$ cat config.mk
export PLATFORM = sky130hd
export DESIGN_NAME = canny_dual_thresh
export DESIGN_NICKNAME = d
export VERILOG_FILES = /design/src/rtl/canny_dual_thresh.sv
export SDC_FILE = /design/constraint.sdc
export NUM_CORES = 1
export LEC_CHECK = 0
export CAP_MARGIN = 20
export CORE_ASPECT_RATIO = 1.2
export CORE_MARGIN = 2
export CORE_UTILIZATION = 32
export DETAILED_ROUTE_END_ITERATION = 8
export PLACE_DENSITY_LB_ADDON = 0.25
export SYNTH_ARGS = -nofsm -noshare
export SYNTH_HDL_FRONTEND = slang
export SYNTH_SLANG_ARGS = --single-unit
$ cat constraint.sdc
create_clock -name clk -period 6.5 [get_ports clk]
set_input_delay 1.95 -clock clk [delete_from_list [all_inputs] [get_ports clk]]
set_output_delay 1.95 -clock clk [all_outputs]
set_load 0.02 [all_outputs]
$ cat src/rtl/canny_dual_thresh.sv
// canny_dual_thresh: derives hysteresis thresholds from the frame max and classifies gradient beats (option macro: CANNY_THR_FLOOR_EN)
module canny_dual_thresh #(
    parameter int DW = 20,
    parameter logic [7:0] HI_NUM = 8'd179,
    parameter logic [7:0] LO_NUM = 8'd77
`ifdef CANNY_THR_FLOOR_EN
    , parameter logic [DW-1:0] THR_FLOOR = DW'(16)
`endif
) (
    input  logic          clk,
    input  logic          rst,
    input  logic          frame_end,
    input  logic [DW-1:0] max_val,
    input  logic          in_valid,
    output logic          in_ready,
    input  logic [DW-1:0] in_data,
    output logic          out_valid,
    input  logic          out_ready,
    output logic [1:0]    out_class,
    output logic [7:0]    out_pix,
    output logic [DW-1:0] thr_hi,
    output logic [DW-1:0] thr_lo,
    output logic          calc_busy
);
    localparam int AW = DW + 8;
    typedef enum logic [1:0] {RUN, CALC, LOAD} state_t;
    state_t state, state_nx;
    logic [DW-1:0] max_q, hi_raw, lo_raw, hi_n, lo_n;
    logic [AW-1:0] acc_hi, acc_lo, max_ext;
    logic [2:0] cnt;
    logic accept;
    assign max_ext = AW'(max_q);
    assign hi_raw = DW'(acc_hi >> 8);
    assign lo_raw = DW'(acc_lo >> 8);
`ifdef CANNY_THR_FLOOR_EN
    logic [DW-1:0] hi_f, lo_f;
    assign hi_f = hi_raw < THR_FLOOR ? THR_FLOOR : hi_raw;
    assign lo_f = lo_raw < THR_FLOOR ? THR_FLOOR : lo_raw;
    assign hi_n = hi_f;
    assign lo_n = lo_f < hi_f ? lo_f : hi_f;
`else
    assign hi_n = hi_raw;
    assign lo_n = lo_raw < hi_raw ? lo_raw : hi_raw;
`endif
    assign in_ready = (state == RUN) && (!out_valid || out_ready);
    assign accept = in_valid && in_ready;
    assign calc_busy = state != RUN;
    // state register
    always_ff @(posedge clk)
        state <= rst ? RUN : state_nx;
    // next state: a frame_end during CALC restarts the calculation
    always_comb begin
        state_nx = state;
        case (state)
            RUN:     state_nx = frame_end ? CALC : RUN;
            CALC:    state_nx = (frame_end || cnt != 3'd7) ? CALC : LOAD;
            default: state_nx = RUN;
        endcase
    end
    // serial shift-add of max*NUM, then threshold load
    always_ff @(posedge clk) begin
        if (rst) begin
            max_q  <= '0;
            acc_hi <= '0;
            acc_lo <= '0;
            cnt    <= '0;
            thr_hi <= '1;
            thr_lo <= '1;
        end else if (frame_end && state != LOAD) begin
            max_q  <= max_val;
            acc_hi <= '0;
            acc_lo <= '0;
            cnt    <= '0;
        end else if (state == CALC) begin
            acc_hi <= acc_hi + (HI_NUM[cnt] ? max_ext << cnt : '0);
            acc_lo <= acc_lo + (LO_NUM[cnt] ? max_ext << cnt : '0);
            cnt    <= cnt + 3'd1;
        end else if (state == LOAD) begin
            thr_hi <= hi_n;
            thr_lo <= lo_n;
        end
    end
    // output register: classify accepted beats, hold under backpressure
    always_ff @(posedge clk) begin
        if (rst) begin
            out_valid <= 1'b0;
            out_class <= 2'b00;
            out_pix   <= 8'h00;
        end else if (accept) begin
            out_valid <= 1'b1;
            out_class <= in_data >= thr_hi ? 2'b10 : in_data >= thr_lo ? 2'b01 : 2'b00;
            out_pix   <= in_data >= thr_hi ? 8'hFF : in_data >= thr_lo ? 8'h80 : 8'h00;
        end else if (out_ready) begin
            out_valid <= 1'b0;
        end
    end
endmodule

### Word-level counts from Yosys, hierarchy flattened

Memory sizes are Yosys's and may differ from the RTL's. A register that Yosys moved wholly into a read port is not among the register bits.
Index checks and enable logic that the tools add are counted.

| storage, ports and cells | value |
|---|---|
| flip-flop bits (word level) | 132 |
| bits in read-only memories | 16 |
| bits of input ports | 45 |
| memories | 2 |
| logic and storage cells | 55 |

Memory list:

| name | words | bits a word | rd ports | clocked after memory_dff | write ports | RTL line | text |
|---|---|---|---|---|---|---|---|
| (name not given) | 8 | 1 | 1 | 1 | 0 | 76 | `acc_lo <= acc_lo + (LO_NUM[cnt] ? max_ext << cnt : '0);` |
| (name not given) | 8 | 1 | 1 | 1 | 0 | 75 | `acc_hi <= acc_hi + (HI_NUM[cnt] ? max_ext << cnt : '0);` |

| operators by class | value |
|---|---|
| bitwise gates (word level) | 2 |
| equality and inequality tests | 4 |
| magnitude comparators | 4 |
| shift operators | 1 |
| mux-type cells | 18 |
| add/sub/neg operators | 3 |
| reduce and logical (&&, ||, !) cells | 11 |

Operators with widths:

| kind | number |
|---|---|
| adder 28 bit | 2 |
| 2-to-1 mux 28 bit | 2 |
| greater-or-equal comparator 20 bit | 2 |
| left shift 20 x 3 -> 28 bit | 1 |
| < comparator 20 bit | 1 |
| 2-to-1 mux 20 bit | 1 |
| 2-to-1 mux 8 bit | 2 |
| 2-to-1 mux 3 bit | 4 |
| 2-to-1 mux 1 bit | 6 |
| < comparator 3 x 4 -> 1 bit (second input constant) | 1 |
| 2-to-1 mux 2 bit | 2 |
| one-hot mux 2 bit (2 select lines) | 1 |
| nonzero test 2 bit | 2 |
| adder 3 x 1 -> 3 bit (second input constant) | 1 |
| logical AND 1 bit | 3 |
| != test 3 bit (second input constant) | 1 |
| AND reduction 3 bit | 1 |
| == test 2 x 1 -> 1 bit (second input constant) | 1 |
| == test 2 bit (second input constant) | 1 |
| logical NOT 2 bit | 1 |
| logical OR 1 bit | 2 |
| != test 2 bit (second input constant) | 1 |
| inverter 1 bit | 2 |
| OR reduction 2 bit | 1 |
| logical NOT 1 bit | 1 |

### Longest topological paths before layout

Gate-level depths: netlist (run 1).

| depth | value |
|---|---|
| word-level depth | 5 |
| gate-level depth with buffers | 17 |
| depth with buffers taken out | 15 |

### Worst setup path after synthesis (run 1)

OpenSTA, ideal clock, no wires.

| timing path | value |
|---|---|
| path kind | input to output |
| from | in out_ready |
| to | out in_ready |
| data required time | 4550 ps |
| arrival | 2443 ps |
| setup slack | 2107 ps |
| stages | 2 |
| buffers on the path | 0 |
| cell sequence | nand2b_1 nor2b_1 |

| between the ends | value |
|---|---|
| cells in the longest elaborated chain, start to end | 2 |

RTL lines:

| what | RTL line | text |
|---|---|---|
| start: declaration | 18 | `input logic out_ready,` |
| logical OR 1 bit | 45 | `assign in_ready = (state == RUN) && (!out_valid \|\| out_ready);` |
| logical AND 1 bit | 45 |  |
| end: declaration | 15 | `output logic in_ready,` |

Every way passes these cells.

### Worst setup path after layout (run 1)

Ends and elaborated chain as after synthesis.

==> impl_metrics.csv, run 1 <==
group,metric,value,unit
routing,routed-wl-met3,1285,um
grt,antenna_found_initial,0,
cells_and_area,multi_input_area,0.006460,mm^2
yosys,synthesis.area,0.009579,mm^2
timing,slew_headroom,41.18,%
clock_tree,clockBufferDepth,2,
yosys,synthMuxAreaShare,5.747,%
floorplan,die_width,161.9,um
power,p_leak,5.508,nW
timing,hold_viol,0,
yosys,synth-edff-count,0,
floorplan,fp.dieArea,0.03134,mm^2
routing,wl_per_cell,16.33,um
routing,drt_wl_total,27940,um
yosys,synth_top_family_by_area,"compound AO/OA/AOI/OAI gates",
timing,setup_viol,0,
worst_setup_path,start_kind,"input port",
yosys,synth_xor_area_share,4.114,%
clock_tree,clkLatencyLatePin,0.43,ns
worst_setup_path,crit_fanout,3,
yosys,yosysWarnings,0,
floorplan,die_y,193.5,um
clock_tree,cts_resized,0,
grt,grt_max_degree,50,
placed_design,gp_congestion,0.9126,
timing,tns,0,ns
yosys,syn-num-nets,1410,
timing,finalCriticalPeriod,5.300,ns
cells_and_area,final_common_cell,"nand2_1",
cells_and_area,fill_cells,3148,
floorplan,rows,69,
cells_and_area,n_antenna_cell,0,
worst_setup_path,arrival,3.35,ns
clock_tree,htreeDepth,4,
grt,first_global_vias,8578,
timing,final_max_slew_viol_count,0,
routing,drtIter0Drc,582,
placed_design,hpwlAfterDp,21500,um
yosys,ys_ff_latch,127,
routing,vias_per_cell,5.244,
power,power,2.104,mW
clock_tree,cts.sinks,127,
timing,min_period_over_period,81.53,%
cells_and_area,areaGrowthSynthToFinish,19.19,%
clock_tree,tritoncts,"yes",
cells_and_area,drive_gt1_share,5.450,%
yosys,synth-async-reset-ratio,0,%
job,max_cap_violations,0,
cells_and_area,final_nets,1471,
worst_setup_path,worstSetupEndpointType,"output pin",
routing,drcViolationCount,0,
yosys,synthSimpleGateAreaFrac,18.19,%
power,seqPwrFrac,38.6,%
routing,m1WireLength,12350,um
clock_tree,postCtsSetupBuffers,0,
power,p_sw,598.5,uW
routing,top_layer_used,"met4",
worst_setup_path,ff2ff_setup_slack,2.12,ns
power,intPower,1.506,mW
power,power_density,184.3,mW/mm^2
yosys,synth_cell_types,61,
timing,rsz0062_at_grt,"no",
power,clockPowerShare,45.4,%
routing,drt_first_pass_iters,5,
grt,grt_pass1_wl,44230,um
yosys,synth-compound-area-share,23.82,%
floorplan,start_util,32.44,%
floorplan,pin_count,98,
routing,ant_nets,0,
cells_and_area,register_area,0.002542,mm^2
timing,fmax,188.7,MHz
power,p_comb_share,16.0,%
grt,grt_use_total,17.61,%
cells_and_area,final_cell_mix,"nand2_1, a21oi_1, dfxtp_1, ha_1, nor2_1",
power,switching_share,28.44,%
clock_tree,cts_root_buffer,"clkbuf_16",
floorplan,core,0.02953,mm^2
timing,skew,0.01034,ns
placed_design,io_buffers,97,
yosys,syn_area_per_cell,7.676,um^2
status,status,"finished clean",
yosys,seq_area_frac_synth,26.54,%
yosys,netlist_instances,1248,
timing,worst_slew_pin_slew,0.8802,ns
grt,overflow,0,
clock_tree,cts_buffers,17,
routing,num_vias,8972,
clock_tree,hold_buffers,0,
clock_tree,clk_pin_slew_worst_paths,0.06,ns
hold_path,hp-class,"reg2reg",
worst_setup_path,cp.required,4.55,ns
worst_setup_path,crit_type,"in2out",
yosys,synth_adder_area_share,15.44,%
power,ir_drop,0.0001628,V
routing,met2_length,13220,um
yosys,yosys_most_used_dff,"dfxtp_1",
cell families after synthesis:
group	Yosys count
multiplexers	48
adder cells (fa/ha/maj)	117
flip-flops	127
buffers and inverters	145
AND/OR/NAND/NOR	402
XOR/XNOR	45
AO/OA/AOI/OAI	364
power by group through the flow:
stage	sequential (mW)	clock (mW)	combinational, mW
3_3_place_gp	0.829	0	0.335
2_1_floorplan	0.823	0	0.239
5_1_grt	0.814	0.996	0.371
4_1_cts	0.812	0.966	0.339
6_report	0.812	0.955	0.337
3_5_place_dp	0.829	0	0.337
through the flow:
step	setup slack, ns	utilization [%]	hold slack [ns]	area [um^2]	std cells
2_1_floorplan	2.107	-	0.4362	9579	1248
3_3_place_gp	1.211	36.71	0.4460	10840	1680
3_5_place_dp	1.208	36.71	0.4513	10840	1680
4_1_cts	1.196	38.67	0.4603	11420	1711
5_1_grt	1.142	38.67	0.4736	11420	1711
6_report	1.200	38.67	0.4575	11420	1711
per-layer routing:
layer  GRT usage [%]  vias to the layer above
met3           2.980                       61
met4           7.473                        0
li1                -                     4541
met5               0                        -
met1           21.68                     4138
met2           30.17                      232
cell usage after synthesis (4+ instances only):
cell / instances / area share, %
nand2_1: 190 / 7.4
a21oi_1: 149 / 7.8
dfxtp_1: 127 / 27
ha_1: 115 / 15
nor2_1: 101 / 4.0
inv_1: 74 / 2.9
a21o_1: 58 / 4.5
clkbuf_1: 45 / 1.8
o21ai_0: 45 / 2.4
mux2i_1: 37 / 3.9
nor3_1: 36 / 1.9
o211ai_1: 29 / 2.3
xor2_1: 25 / 2.3
nand4_1: 20 / 1.3
xnor2_1: 20 / 1.8
a211oi_1: 14 / 1.1
a31oi_1: 12 / 0.78
nand3_1: 11 / 0.57
buf_1: 10 / 0.39
nand2b_1: 10 / 0.65
nor2b_1: 10 / 0.65
o21ai_1: 10 / 0.52
buf_4: 9 / 0.71
o21a_1: 9 / 0.71
and3_1: 7 / 0.46
mux2_2: 6 / 0.71
and2_1: 5 / 0.33
mux4_2: 5 / 1.2
o21bai_1: 4 / 0.31
o31a_1: 4 / 0.37
cell type report:
class | instances | area share [%]
Tap cell | 390 | 4.274
Clock buffer | 18 | 3.847
Sequential cell | 127 | 22.27
Clock inverter | 13 | 1.216
Timing Repair Buffer | 109 | 9.249
Multi-Input combinational cell | 976 | 56.58
Inverter | 78 | 2.564
worst max-delay path: stages:
cell and delay (ns):
clkdlybuf4s50_1 0.45, nand2b_1 0.12, nor2b_1 0.20, clkdlybuf4s50_1 0.63
state kept, by name, indices dropped and copies added, names as in the netlist, named ones only:
name and count:
acc_hi 28, acc_lo 28, cnt 3, max_q 20, out_class 1, out_pix 2
out_valid 1, state 2, thr_hi 20, thr_lo 20
path summary, 6_finish.rpt:
kind	start	to	cells after the start
max	out_ready	in_ready	4
min	acc_hi[7]$_SDFFE_PP0P_	acc_hi[7]$_SDFFE_PP0P_	2
max reg2reg	cnt[1]$_SDFFE_PP0P_	acc_lo[22]$_SDFFE_PP0P_	14
min reg2reg	acc_hi[7]$_SDFFE_PP0P_	acc_hi[7]$_SDFFE_PP0P_	2
No activity file was read; power rests on OpenSTA's default activity.
==> inputs of run 2 (changes only) <==
==> constraint.sdc (replaced) <==
create_clock -name clk -period 4.5 [get_ports clk]
set_input_delay 1.35 -clock clk [delete_from_list [all_inputs] [get_ports clk]]
set_output_delay 1.35 -clock clk [all_outputs]
set_load 0.02 [all_outputs]
==> impl_metrics.csv, run 2 (same netlist as run 1, synthesis figures left out) <==
group,metric,value,unit
grt,first_global_vias,8673,
worst_setup_path,r2r-start,"cnt[0]$_SDFFE_PP0P_",
timing,skew,0.01189,ns
cells_and_area,final_common_cell,"nand2_1",
worst_setup_path,crit_start,"out_ready",
cells_and_area,n_antenna_cell,0,
timing,tns,0,ns
timing,final_max_slew_viol_count,0,
routing,drt_first_pass_iters,5,
clock_tree,htreeDepth,4,
grt,antenna_found_initial,0,
worst_setup_path,ff2ff_setup_slack,0.62,ns
worst_setup_path,cp.required,3.15,ns
worst_setup_path,crit_buf_inv,2,
worst_setup_path,arrival,2.76,ns
power,ir_drop,0.0002060,V
power,seqPwrFrac,38.2,%
routing,drt_wl_total,27980,um
clock_tree,clk_pin_slew_worst_paths,0.06,ns
routing,num_vias,8832,
clock_tree,cts_buffers,17,
worst_setup_path,crit_fanout,3,
placed_design,gp_congestion,0.9087,
worst_setup_path,start_kind,"input port",
clock_tree,tritoncts,"yes",
worst_setup_path,critPathSlowestCell,"clkdlybuf4s50_1",
power,p_sw,851.1,uW
placed_design,hpwlAfterDp,22050,um
timing,setup_viol,0,
timing,finalCriticalPeriod,4.107,ns
cells_and_area,final_nets,1481,
floorplan,die_width,161.9,um
clock_tree,clockBufferDepth,2,
routing,wl_per_cell,16.25,um
worst_setup_path,crit_cells,4,
floorplan,fp.dieArea,0.03134,mm^2
worst_setup_path,cp-endpoint,"in_ready",
timing,slew_headroom,48.11,%
worst_setup_path,worstSetupEndpointType,"output pin",
timing,holdWs,0.4605,ns
grt,grt_max_degree,47,
power,p_comb_share,15.9,%
clock_tree,clkLatencyLatePin,0.43,ns
power,power_density,267.1,mW/mm^2
worst_setup_path,crit_chain,"clkdlybuf4s50_1 > nand2b_1 > nor2b_1 > clkdlybuf4s50_1",
timing,fmax,243.5,MHz
timing,min_period_over_period,91.27,%
job,max_cap_violations,0,
hold_path,hp-class,"reg2reg",
power,switching_share,27.72,%
timing,rsz0062_at_grt,"no",
timing,hold_viol,0,
routing,drtIter0Drc,506,
worst_setup_path,crit_family,"buffers and inverters",
power,clockPowerShare,45.8,%
power,intPower,2.220,mW
floorplan,rows,69,
status,status,"finished clean",
routing,drcViolationCount,0,
grt,grt_pass1_wl,45330,um
worst_setup_path,reg2regPathDepth,13,
floorplan,core,0.02953,mm^2
timing,timing.final.ws_setup,0.3930,ns
floorplan,start_util,32.44,%
clock_tree,cts_root_buffer,"clkbuf_16",
placed_design,dp_slack,0.3884,ns
floorplan,pin_count,98,
grt,overflow,0,
cells_and_area,areaGrowthSynthToFinish,20.01,%
timing,worst_slew_pin_slew,0.7783,ns
worst_setup_path,crit_type,"in2out",
routing,ant_nets,0,
floorplan,die_y,193.5,um
cells_and_area,drive_gt1_share,5.931,%
clock_tree,hold_buffers,0,
cells_and_area,final_cell_mix,"nand2_1, a21oi_1, dfxtp_1, ha_1, nor2_1",
clock_tree,cts.sinks,127,
worst_setup_path,critPathMostFrequentCell,"clkdlybuf4s50_1",
power,p_leak,5.552,nW
cells_and_area,reg_top3,"acc_hi: 28 flops, acc_lo: 28 flops",
clock_tree,cts_resized,0,
routing,vias_per_cell,5.129,
grt,grt_use_total,18.07,%
clock_tree,postCtsSetupBuffers,0,
worst_setup_path,r2r-end,"acc_hi[25]$_SDFFE_PP0P_",
worst_setup_path,slowest_delay,0.63,ns
placed_design,io_buffers,97,
## run 2: cell types whose count changed in the layout (fill, tap and decap cells not counted), sizes merged
cell      before  now
buf           13   23
clkinv        10    8
clkinvlp       2    3
inv           77   75
clkbuf        18   21
bufinv         2    3
## run 2: per-layer routing
| layer | up-vias | routed length [um] | track usage [%] | part of all wire (%) |
|---|---|---|---|---|
| li1 | 4571 | - | - | - |
| met1 | 4013 | 12670 | 22.78 | 45 |
| met2 | 201 | 13330 | 30.73 | 48 |
| met3 | 47 | 1106 | 2.466 | 4.0 |
| met4 | 0 | 870 | 7.637 | 3.1 |
| met5 | - | 0 | 0 | 0 |
## run 2: power by group through the flow
stage               clock, mW  sequential (mW)  combinational, mW
CTS                      1.44             1.17              0.492
global placement            0             1.20              0.489
detailed placement          0             1.20              0.490
floorplan                   0             1.19              0.345
finish                   1.41             1.17              0.489
global route             1.48             1.18              0.541
## run 2: worst min-delay path, delay by kind of cell (launching register included)
kind | cells | cell delay, ns
flops | 1 | 0.31
compound gates | 1 | 0.05
simple gates | 1 | 0.05
## run 2: stage by stage
step	cells	utilization [%]	power [mW]	cell area, um^2
after floorplan	1248	-	1.535	9579
after global placement	1690	36.96	1.688	10910
after detailed placement	1690	36.96	1.690	10910
after CTS	1722	38.94	3.104	11500
after global routing	1722	38.94	3.198	11500
final	1722	38.94	3.071	11500
## run 2: final cells by class
| type | instances | area, um^2 |
|---|---|---|
| clock buffer | 21 | 440.4 |
| clock inverter | 11 | 141.4 |
| fill | 3084 | 18030 |
| inverter | 78 | 292.8 |
| multi-input combinational | 976 | 6460 |
| sequential | 127 | 2542 |
| tap | 390 | 488.0 |
| timing repair buffer | 119 | 1131 |
## run 2: worst min path at each step
stage / startpoint / to / slack [ns] / cells past startpoint
finish: acc_hi[3]$_SDFFE_PP0P_ / acc_hi[3]$_SDFFE_PP0P_ / 0.46 / 2
global route: acc_lo[6]$_SDFFE_PP0P_ / acc_lo[6]$_SDFFE_PP0P_ / 0.49 / 2
CTS: acc_lo[5]$_SDFFE_PP0P_ / acc_lo[5]$_SDFFE_PP0P_ / 0.46 / 2
detailed placement: acc_lo[5]$_SDFFE_PP0P_ / acc_lo[5]$_SDFFE_PP0P_ / 0.45 / 2
global placement: acc_hi[5]$_SDFFE_PP0P_ / acc_hi[5]$_SDFFE_PP0P_ / 0.45 / 2
floorplan: acc_hi[3]$_SDFFE_PP0P_ / acc_hi[3]$_SDFFE_PP0P_ / 0.44 / 2
==> inputs of run 3 (changes only) <==
--- a/config.mk
+++ b/config.mk
@@ -10,7 +10,9 @@
 export CORE_MARGIN = 2
 export CORE_UTILIZATION = 32
 export DETAILED_ROUTE_END_ITERATION = 8
+export MAX_ROUTING_LAYER = met4
 export PLACE_DENSITY_LB_ADDON = 0.25
+export SLEW_MARGIN = 15
 export SYNTH_ARGS = -nofsm -noshare
 export SYNTH_HDL_FRONTEND = slang
 export SYNTH_SLANG_ARGS = --single-unit
==> impl_metrics.csv, run 3 (same netlist as run 1, synthesis figures left out) <==
group,metric,value,unit
status,status,"finished clean",
timing,skew,0.01205,ns
cells_and_area,reg_top3,"acc_hi: 28 flops, acc_lo: 28 flops",
worst_setup_path,crit_type,"in2out",
floorplan,rows,69,
clock_tree,cts_resized,0,
power,power,3.115,mW
floorplan,core,0.02953,mm^2
floorplan,die_width,161.9,um
clock_tree,hold_buffers,0,
clock_tree,tritoncts,"yes",
clock_tree,cts_root_buffer,"clkbuf_16",
grt,grt_max_degree,47,
timing,finalCriticalPeriod,4.092,ns
grt,antenna_found_initial,0,
power,power_density,270.4,mW/mm^2
routing,drcViolationCount,0,
hold_path,hold_depth,2,
power,p_leak,5.563,nW
routing,drtIter0Drc,502,
clock_tree,postCtsSetupBuffers,0,
routing,wl_per_cell,16.48,um
routing,num_vias,8836,
placed_design,hpwlAfterDp,22420,um
cells_and_area,drive_gt1_share,6.156,%
timing,rsz0062_at_grt,"no",
timing,worst_slew_pin_slew,0.9158,ns
worst_setup_path,crit_fanout,3,
clock_tree,cts_buffers,17,
timing,tns,0,ns
routing,vias_per_cell,5.131,
routing,drt_wl_total,28370,um
placed_design,io_buffers,97,
floorplan,start_util,32.44,%
floorplan,fp.dieArea,0.03134,mm^2
hold_path,hp-class,"reg2reg",
routing,drt_first_pass_iters,5,
floorplan,pin_count,98,
clock_tree,clk_pin_slew_worst_paths,0.06,ns
clock_tree,htreeDepth,4,
timing,setup_viol,0,
cells_and_area,n_antenna_cell,0,
worst_setup_path,arrival,2.74,ns
worst_setup_path,reg2regPathDepth,13,
grt,grt_pass1_wl,45400,um
floorplan,die_y,193.5,um
timing,min_period_over_period,90.92,%
cells_and_area,final_nets,1481,
worst_setup_path,r2r-start,"cnt[0]$_SDFFE_PP0P_",
worst_setup_path,cp.required,3.15,ns
grt,grt_use_total,18.66,%
timing,fmax,244.4,MHz
worst_setup_path,r2r-end,"acc_hi[21]$_SDFFE_PP0P_",
clock_tree,cts.sinks,127,
worst_setup_path,ff2ff_setup_slack,0.64,ns
cells_and_area,final_cell_mix,"nand2_1, a21oi_1, dfxtp_1, ha_1, nor2_1",
job,max_cap_violations,0,
hold_path,min-delay-start,"out_class[0]$_SDFFE_PP0P_",
timing,slew_headroom,38.95,%
timing,hold_viol,0,
grt,first_global_vias,8489,
cells_and_area,areaGrowthSynthToFinish,20.26,%
timing,final_max_slew_viol_count,0,
clock_tree,clkLatencyLatePin,0.43,ns
clock_tree,clockBufferDepth,2,
worst_setup_path,start_kind,"input port",
placed_design,gp_congestion,0.9143,
worst_setup_path,worstSetupEndpointType,"output pin",
grt,overflow,0,
power,ir_drop,0.0002351,V
routing,ant_nets,0,
cells_and_area,final_common_cell,"nand2_1",
hold_path,hold_end,"out_class[0]$_SDFFE_PP0P_",
## run 3: changes by cell type in the layout (fill, tap and decap cells not counted), sizes merged
cell	previous run	this run
clkinv	8	9
inv	75	76
clkbuf	21	19
## run 3: report_power, final
| part | internal, mW | total (mW) | switching [mW] |
|---|---|---|---|
| clock | 0.887 | 1.45 | 0.563 |
| sequential | 1.15 | 1.17 | 0.0268 |
| combinational | 0.205 | 0.491 | 0.287 |
| total | 2.24 | 3.12 | 0.877 |
## run 3: metal layers
layer / share of wire [%] / global-route usage (%)
met2: 49 / 32.31
met4: 1.8 / 5.441
met5: 0 / -
met3: 3.2 / 2.101
met1: 46 / 22.74
## run 3: worst max-delay path by stage
stage	slack (ns)	startpoint	cells after the start	end
2_1_floorplan	1.0	cnt[1]$_SDFFE_PP0P_	15	acc_hi[25]$_SDFFE_PP0P_
3_3_place_gp	0.38	out_ready	4	in_ready
3_5_place_dp	0.40	out_ready	4	in_ready
4_1_cts	0.39	out_ready	4	in_ready
5_1_grt	0.29	cnt[1]$_SDFFE_PP0P_	15	acc_hi[21]$_SDFFE_PP0P_
6_report	0.41	out_ready	4	in_ready
## run 3: stage by stage
stage	hold WS [ns]	utilization [%]	cell area (um^2)	worst slack, ns	instances
after CTS	0.4616	39.02	11520	0.3905	1722
after global placement	0.4475	36.96	10910	0.3795	1690
after detailed placement	0.4537	36.96	10910	0.3980	1690
final	0.4599	39.02	11520	0.4084	1722
after floorplan	0.4362	-	9579	0.9965	1248
after global routing	0.4849	39.02	11520	0.2923	1722
## run 3: layout make-up
class / count / area [um^2]
timing repair buffer: 119 / 1131
inverter: 78 / 292.8
fill: 3068 / 18010
clock inverter: 13 / 162.7
multi-input combinational: 976 / 6460
tap: 390 / 488.0
clock buffer: 19 / 442.9
sequential: 127 / 2542
## run 3: critical path, cell delays in order
cell and delay [ns]:
clkdlybuf4s50_1 0.45, nand2b_1 0.11, nor2b_1 0.20, clkdlybuf4s50_1 0.63
==> edit (settings of run 3) <==
Change the parameter `DW` from 20 to 30.
--- a/src/rtl/canny_dual_thresh.sv
+++ b/src/rtl/canny_dual_thresh.sv
@@ -1,5 +1,5 @@
 // canny_dual_thresh: derives hysteresis thresholds from the frame max and classifies gradient beats (option macro: CANNY_THR_FLOOR_EN)
 module canny_dual_thresh #(
-    parameter int DW = 20,
+    parameter int DW = 30,
     parameter logic [7:0] HI_NUM = 8'd179,
     parameter logic [7:0] LO_NUM = 8'd77
Ports: changed (resized in_data, max_val, thr_hi and thr_lo); port bits go from 98 to 138. The function was not compared with the original's and may differ.
==> edit against run 3 <==
Sequential power grew 40%; critical path type is now reg -> reg; clock skew grew 1.2 ps; wire length grew 51%; worst hold slack lost 2.5 ps; sequential cell count grew 50; cell area grew 45%; fmax shrank 1.5%; via count grew 52%; worst setup slack lost 61 ps; utilization shrank 1.0 points; total power grew 23%; non-clock buffer count grew 39; largest power group is now registers; area after synthesis grew 49%; count of clock-buffer cells in the layout shrank 1.
==> edit: results <==
run_status:
  status: "finished, final reports clean"
routing:
  wirelength_mm: 42.9
  first_iter_violations: 610
  wire_per_inst_um: 17.2
  drt-vias-per-instance: 5.39
logic_synthesis:
  yosys-top-cells-area: "dfxtp_1, ha_1, a21oi_1"
  syn_area_per_cell_um2: 7.71
  synth_nets: 2086
  synth_commonest_cells: "nand2_1, a21oi_1, dfxtp_1, nor2_1, ha_1"
  yosysSeqAreaShare: 0.248
  synthDistinctLibCells: 83
place:
  dp_cells: 2455
  placed_area_um2: 16100
  placement.io_buffers: 137
  dp_hpwl_mm: 33.5
critical_path:
  cp.arrival_ps: 4550
  crit_slowest_cell: "dfxtp_2"
  ff2ff_path_depth: 14
  crit_path_max_fanout: 21
global_routing:
  grt_max_degree: 126
  grtUsageTotal: 0.191
final_layout:
  reg.largest.list: "acc_hi (38), acc_lo (38)"
  layout-drive-gt1-share: 0.0596
timing:
  slew_headroom: 0.411
  fin_skew_ps: 13.2
power_and_ir_drop:
  leakagePower_nw: 7.65
  ir_worst_vdd_uv: 266
==> edit: cell count changes after synthesis, moves of 25 or more <==
cell,delta
dfxtp_1,+50
a211oi_1,+31
a21o_1,+25
a211o_1,+30
inv_1,+48
a21oi_1,+37
nor4_1,+35
nor3_1,+45
clkbuf_1,+41
nor2_1,+67
ha_1,+50
nand3_1,+25
==> edit: worst paths after layout <==
kind                            slack (ps)         end      start
worst max register to register         350  acc_lo[26]     cnt[0]
worst min-delay path                   460   acc_lo[4]  acc_lo[4]
worst max-delay path                   350  acc_lo[26]     cnt[0]
worst min register to register         460   acc_lo[4]  acc_lo[4]
==> edit: logic make-up (layout without fill, tap and decap cells) <==
family	count (synthesis)	in the layout	synth area share
buffers and inverters	240	314	0.0654
multiplexers	60	60	0.0557
flip-flops	177	177	0.248
adder cells (fa/ha/maj)	167	167	0.147
AND/OR/NAND/NOR	655	655	0.217
XOR/XNOR	48	48	0.0294
AO/OA/AOI/OAI	507	507	0.237
==> edit: layout make-up <==
class,count,area [µm²],share of cell area
inverter,124,465,0.0279
tap,559,699,0.0419
multi-input combinational,1437,9860,0.591
clock inverter,14,120,0.00720
sequential,177,3550,0.213
timing repair buffer,158,1550,0.0930
clock buffer,18,439,0.0263
==> edit: layer usage <==
layer | up-vias | GRT usage | routed length, µm
li1 | 6817 | - | -
met3 | 54 | 0.0216 | 1570
met5 | - | - | 0
met2 | 300 | 0.296 | 19200
met1 | 6238 | 0.256 | 20900
met4 | 0 | 0.0670 | 1140
==> edit: where the power goes <==
| group | leakage (nW) | internal [mW] | switching (mW) |
|---|---|---|---|
| Clock | 0.277 | 0.740 | 0.731 |
| Sequential | 1.44 | 1.60 | 0.0425 |
| Combinational | 5.94 | 0.270 | 0.439 |
| Total | 7.65 | 2.61 | 1.21 |
==> edit: tightest hold or removal path: stages, from the launching register on <==
cell and delay (ps):
dfxtp_1 310, nand2_1 50, a21oi_1 50
